$ cat config.mk
export PLATFORM = sky130hd
export DESIGN_NAME = elink_tmr_voter
export DESIGN_NICKNAME = d
export VERILOG_FILES = /design/src/rtl/elink_tmr_voter.sv
export SDC_FILE = /design/constraint.sdc
export NUM_CORES = 1
export LEC_CHECK = 0
export CORE_ASPECT_RATIO = 1.5
export CORE_MARGIN = 2
export CORE_UTILIZATION = 47
export CTS_CLUSTER_DIAMETER = 60
export DETAILED_ROUTE_END_ITERATION = 8
export PLACE_DENSITY = 0.8
export SYNTH_ARGS = -nofsm -noshare
export SYNTH_HDL_FRONTEND = slang
export SYNTH_SLANG_ARGS = --single-unit
$ cat constraint.sdc
create_clock -name clk -period 5.87 [get_ports clk]
set_clock_uncertainty 0.1 [all_clocks]
set_input_delay 1.174 -clock clk [delete_from_list [all_inputs] [get_ports clk]]
set_output_delay 1.174 -clock clk [all_outputs]
set_load 0.01 [all_outputs]
$ cat src/rtl/elink_tmr_voter.sv
// Triple-modular-redundancy voter for NCH elink channels. It registers a majority word, a quality
// code and the outvoted replica, and keeps saturating fault counters plus a sticky no-majority alarm.
module elink_tmr_voter #(
  parameter int WIDTH     = 10,
  parameter int NCH       = 2,
  parameter int CNT_W     = 16,
  parameter int ALARM_N   = 8,
  parameter int HOLD_LAST = 1
) (
  input  logic                     clk,
  input  logic                     rst,
  input  logic                     valid_in,
  input  logic [NCH*WIDTH-1:0]     data_in1,
  input  logic [NCH*WIDTH-1:0]     data_in2,
  input  logic [NCH*WIDTH-1:0]     data_in3,
  input  logic                     cnt_clr,
  output logic                     valid_out,
  output logic [NCH*WIDTH-1:0]     voted,
  output logic [2*NCH-1:0]         quality,
  output logic [2*NCH-1:0]         bad_rep,
  output logic [3*NCH*CNT_W-1:0]   err_cnt,
  output logic [NCH*CNT_W-1:0]     nomaj_cnt,
  output logic [NCH-1:0]           alarm
);

  localparam int              RUN_W   = $clog2(ALARM_N + 1);
  localparam logic [RUN_W-1:0] RUN_MAX = RUN_W'(ALARM_N);
  localparam logic [CNT_W-1:0] CNT_MAX = '1;

  function automatic logic [CNT_W-1:0] sat_inc(input logic [CNT_W-1:0] v);
    if (v == CNT_MAX) return v;
    return v + CNT_W'(1);
  endfunction

  function automatic logic [RUN_W-1:0] run_inc(input logic [RUN_W-1:0] v);
    if (v == RUN_MAX) return v;
    return v + RUN_W'(1);
  endfunction

  logic r_vld_p1;

  // p0 -> p1: valid travels with the voted data
  always_ff @(posedge clk or posedge rst) begin
    if (rst) r_vld_p1 <= 1'b0;
    else     r_vld_p1 <= valid_in;
  end

  assign valid_out = r_vld_p1;

  for (genvar c = 0; c < NCH; c++) begin : g_ch
    logic [WIDTH-1:0] w_d1, w_d2, w_d3, w_word;
    logic [1:0]       w_q, w_bad;
    logic [RUN_W-1:0] w_run_nxt;

    logic [WIDTH-1:0] r_voted_p1, r_last_good;
    logic [1:0]       r_qual_p1, r_bad_p1;
    logic [CNT_W-1:0] r_err [3];
    logic [CNT_W-1:0] r_nomaj;
    logic [RUN_W-1:0] r_run;
    logic             r_alarm;

    assign w_d1      = data_in1[c*WIDTH +: WIDTH];
    assign w_d2      = data_in2[c*WIDTH +: WIDTH];
    assign w_d3      = data_in3[c*WIDTH +: WIDTH];
    assign w_run_nxt = run_inc(r_run);

    // Priority order matters: a replica pair containing d1 wins over d2==d3.
    always_comb begin
      w_word = w_d1;
      w_q    = 2'd0;
      w_bad  = 2'd0;
      if (w_d1 == w_d2 && w_d2 == w_d3) begin
        w_q = 2'd2;
      end else if (w_d1 == w_d2) begin
        w_q   = 2'd1;
        w_bad = 2'd3;
      end else if (w_d1 == w_d3) begin
        w_q   = 2'd1;
        w_bad = 2'd2;
      end else if (w_d2 == w_d3) begin
        w_word = w_d2;
        w_q    = 2'd1;
        w_bad  = 2'd1;
      end else if (HOLD_LAST != 0) begin
        w_word = r_last_good;
      end
    end

    // p0 -> p1: vote result, history and counters
    always_ff @(posedge clk or posedge rst) begin
      if (rst) begin
        r_voted_p1  <= '0;
        r_qual_p1   <= '0;
        r_bad_p1    <= '0;
        r_last_good <= '0;
        r_err[0]    <= '0;
        r_err[1]    <= '0;
        r_err[2]    <= '0;
        r_nomaj     <= '0;
        r_run       <= '0;
        r_alarm     <= 1'b0;
      end else begin
        if (valid_in) begin
          r_voted_p1 <= w_word;
          r_qual_p1  <= w_q;
          r_bad_p1   <= w_bad;
          if (w_q != 2'd0) r_last_good <= w_word;
        end
        // Clear wins over a same-cycle event, which is then simply lost.
        if (cnt_clr) begin
          r_err[0] <= '0;
          r_err[1] <= '0;
          r_err[2] <= '0;
          r_nomaj  <= '0;
          r_run    <= '0;
          r_alarm  <= 1'b0;
        end else if (valid_in) begin
          if (w_q == 2'd1) begin
            case (w_bad)
              2'd1:    r_err[0] <= sat_inc(r_err[0]);
              2'd2:    r_err[1] <= sat_inc(r_err[1]);
              2'd3:    r_err[2] <= sat_inc(r_err[2]);
              default: ;
            endcase
          end
          if (w_q == 2'd0) begin
            r_nomaj <= sat_inc(r_nomaj);
            r_run   <= w_run_nxt;
            if (w_run_nxt == RUN_MAX) r_alarm <= 1'b1;
          end else begin
            r_run <= '0;
          end
        end
      end
    end

    assign voted[c*WIDTH +: WIDTH]         = r_voted_p1;
    assign quality[c*2 +: 2]               = r_qual_p1;
    assign bad_rep[c*2 +: 2]               = r_bad_p1;
    assign err_cnt[(c*3+0)*CNT_W +: CNT_W] = r_err[0];
    assign err_cnt[(c*3+1)*CNT_W +: CNT_W] = r_err[1];
    assign err_cnt[(c*3+2)*CNT_W +: CNT_W] = r_err[2];
    assign nomaj_cnt[c*CNT_W +: CNT_W]     = r_nomaj;
    assign alarm[c]                        = r_alarm;
  end

endmodule
==> out/qor.yml <==
routing:
  drtIter0Drc: 582
  firstDrtPassIters: 5
  antenna_left: 0
  viasPerCell: 6.093
  post_drt_wl_per_cell_um: 18.14
  via_count: 9993
  drc_errors: 0
  routed_wl_mm: 29.75
final_layout:
  syn_to_final_growth_pct: 28.40
  final_cell_mix: "220 x clkdlybuf4s50_1, 187 x dfrtp_1, 101 x nand2_1"
  fin_nets: 1427
  diodes: 0
  fin_util_pct: 61.22
  stdcell_count: 1640
  drive_above_1_share_pct: 6.232
  final_common_cell: "clkdlybuf4s50_1"
power_and_ir_drop:
  p_leak_nw: 5.233
  power.density_nw_per_um2: 205.8
  ir_drop_uv: 202.4
cts:
  clock-root-buffer: "clkbuf_16"
  cts.repair.resized: 0
  clk_latency_ps: 440
  post-cts-setup-buffers: 0
  h-tree-depth: 4
  cts_inserted_buffers: 17
  cts_sinks: 187
  clk_path_buf_depth: 2
  cts_tree: "yes"
  cts_hold_buffers: 0
  cts.clk_slew.worst_paths_ps: 80
global_route:
  grt_pass1_wl_mm: 48.53
  grt_max_degree: 179
  grt_util_all_layers_pct: 24.85
  grt_pass1_vias: 9619
  antenna_found_initial: 0
  grt-ovfl-total: 0
worst_setup_path:
  crit_fanout: 15
  cp-start-kind: "input pin"
  end_kind: "flop"
  required_ps: 6100
  cp.arrival_ps: 4380
  path_class: "in -> reg"
min_path:
  hold_class: "reg -> reg"
sta:
  maxSlewHeadroom_pct: 18.16
  worstMarginPinSlew_ps: 1221
  post-route-period-util_pct: 70.59
  grt_setup_unrepaired: "false"
  fin_crit_ps: 4143
  setup_viol: 0
  drv_slew: 0
  fmax_mhz: 241.3
  hold_viol_final: 0
  setup_tns_ps: 0
placed_design:
  numPortBuffers: 222
  gp_congestion: 0.8626
  hpwl_mm: 20.64
  dp.cells: 1608
synthesis:
  seq_area_frac_synth_pct: 44.02
  avgSynthCellArea_um2: 9.141
  synthesis.area_um2: 10630
  synth_top_area_cell: "dfrtp_1"
  synth.top_cell.area_share_pct: 44.02
  yosys_most_used_dff: "dfrtp_1"
  synth-edff-count: 0
  synthCells: 1163
  async_flop_share_pct: 100.0
  netlist_top_cells_area: "dfrtp_1 44%, xnor2_1 4.4%, a21oi_1 4.3%, o21ai_0 3.8%, nand2_1 3.6%"
  synth_seq_cells: 187
  yosysWarnings: 0
  synth_nets: 1239
  ys_types: 64
floorplanning:
  start_util_pct: 47.68
  core-area_um2: 22300
  die_w_um: 126.8
  die_area_um2: 23860
  rows: 67
  ios: 223
  dieHeight_um: 188.2
run_status:
  status: "finished clean"
job:
  drv_cap: 0
cells by family (layout without fill, tap and decap cells):
kind of cell	after synthesis	after routing	share of synthesized area, %
and+or+nand+nor	475	475	25.04
muxes	22	22	2.283
buffers and inverters	98	299	3.672
xor gates and xnor gates	84	84	6.920
DFF	187	187	44.02
adders and majority gates	12	12	1.412
AOI/OAI and AO/OA	285	285	16.65
layer usage:
metal,part of all wire [%],GRT usage (%)
met1,42,31.70
met2,51,42.37
met3,4.8,4.202
met4,2.6,9.172
met5,0,0
sequential cells by signal (all words and copies together) (netlist names):
signal            count
err_cnt              96
g_ch.r_alarm          2
g_ch.r_bad_p1         4
g_ch.r_last_good     20
g_ch.r_nomaj         32
g_ch.r_qual_p1        4
g_ch.r_run            8
g_ch.r_voted_p1      20
valid_out             1
worst max-delay path, stage by stage:
cell	delay [ps]
clkdlybuf4s50_1	490
xor2_1	200
nor4_1	480
and4_1	670
nand3_1	540
nor4_1	450
mux2_2	370
synth_stat cells (26+ instances only):
cell type and instances:
dfrtp_1 187, nand2_1 101, a21oi_1 91, o21ai_0 80, nor2_1 64, nand3_1 57
clkbuf_1 56, xnor2_1 54, nand4_1 36, o31ai_1 36, or3_1 35, or4_1 33
inv_1 32, nor2b_1 31, xor2_1 30, nor4_1 28, and3_1 26
path summary, 6_finish.rpt:
| check | endpoint | cells past startpoint | start | slack, ps |
|---|---|---|---|---|
| worst max-delay path | err_cnt[29] | 7 | data_in1[4] | 1730 |
| worst min-delay path | g_ch[1].r_qual_p1[1] | 2 | g_ch[1].r_qual_p1[1] | 390 |
| worst max register to register | err_cnt[90] | 6 | err_cnt[84] | 2850 |
| worst min register to register | g_ch[1].r_qual_p1[1] | 2 | g_ch[1].r_qual_p1[1] | 390 |
| max in group asynchronous | err_cnt[79] | 3 | rst | 3490 |
| min in group asynchronous | g_ch[0].r_voted_p1[7] | 2 | rst | 910 |
area by class of cell:
type	instances	area, um^2
Tap cell	276	345.3
Sequential cell	187	4679
Multi-Input combinational cell	878	5577
Timing Repair Buffer	234	2317
Clock buffer	17	425.4
Fill cell	1902	8648
Clock inverter	15	178.9
Inverter	33	127.6
where the power goes:
group | internal (W) | switching, W
combinational | 0.000122 | 0.000152
clock | 0.000645 | 0.000556
sequential | 0.00131 | 0.0000194
metrics by stage:
stage | worst slack, ps | area (um^2) | power [W] | hold WS [ps]
after detailed placement | 1312 | 13050 | 0.001632 | 373.2
after global routing | 1472 | 13650 | 0.002920 | 411.8
after global placement | 1399 | 13050 | 0.001628 | 364.5
after floorplan | 2190 | 10640 | 0.001501 | 350.7
final | 1727 | 13650 | 0.002809 | 388.4
after CTS | 1793 | 13650 | 0.002832 | 391.1
Note: power is estimated with default switching activity, not from simulation.
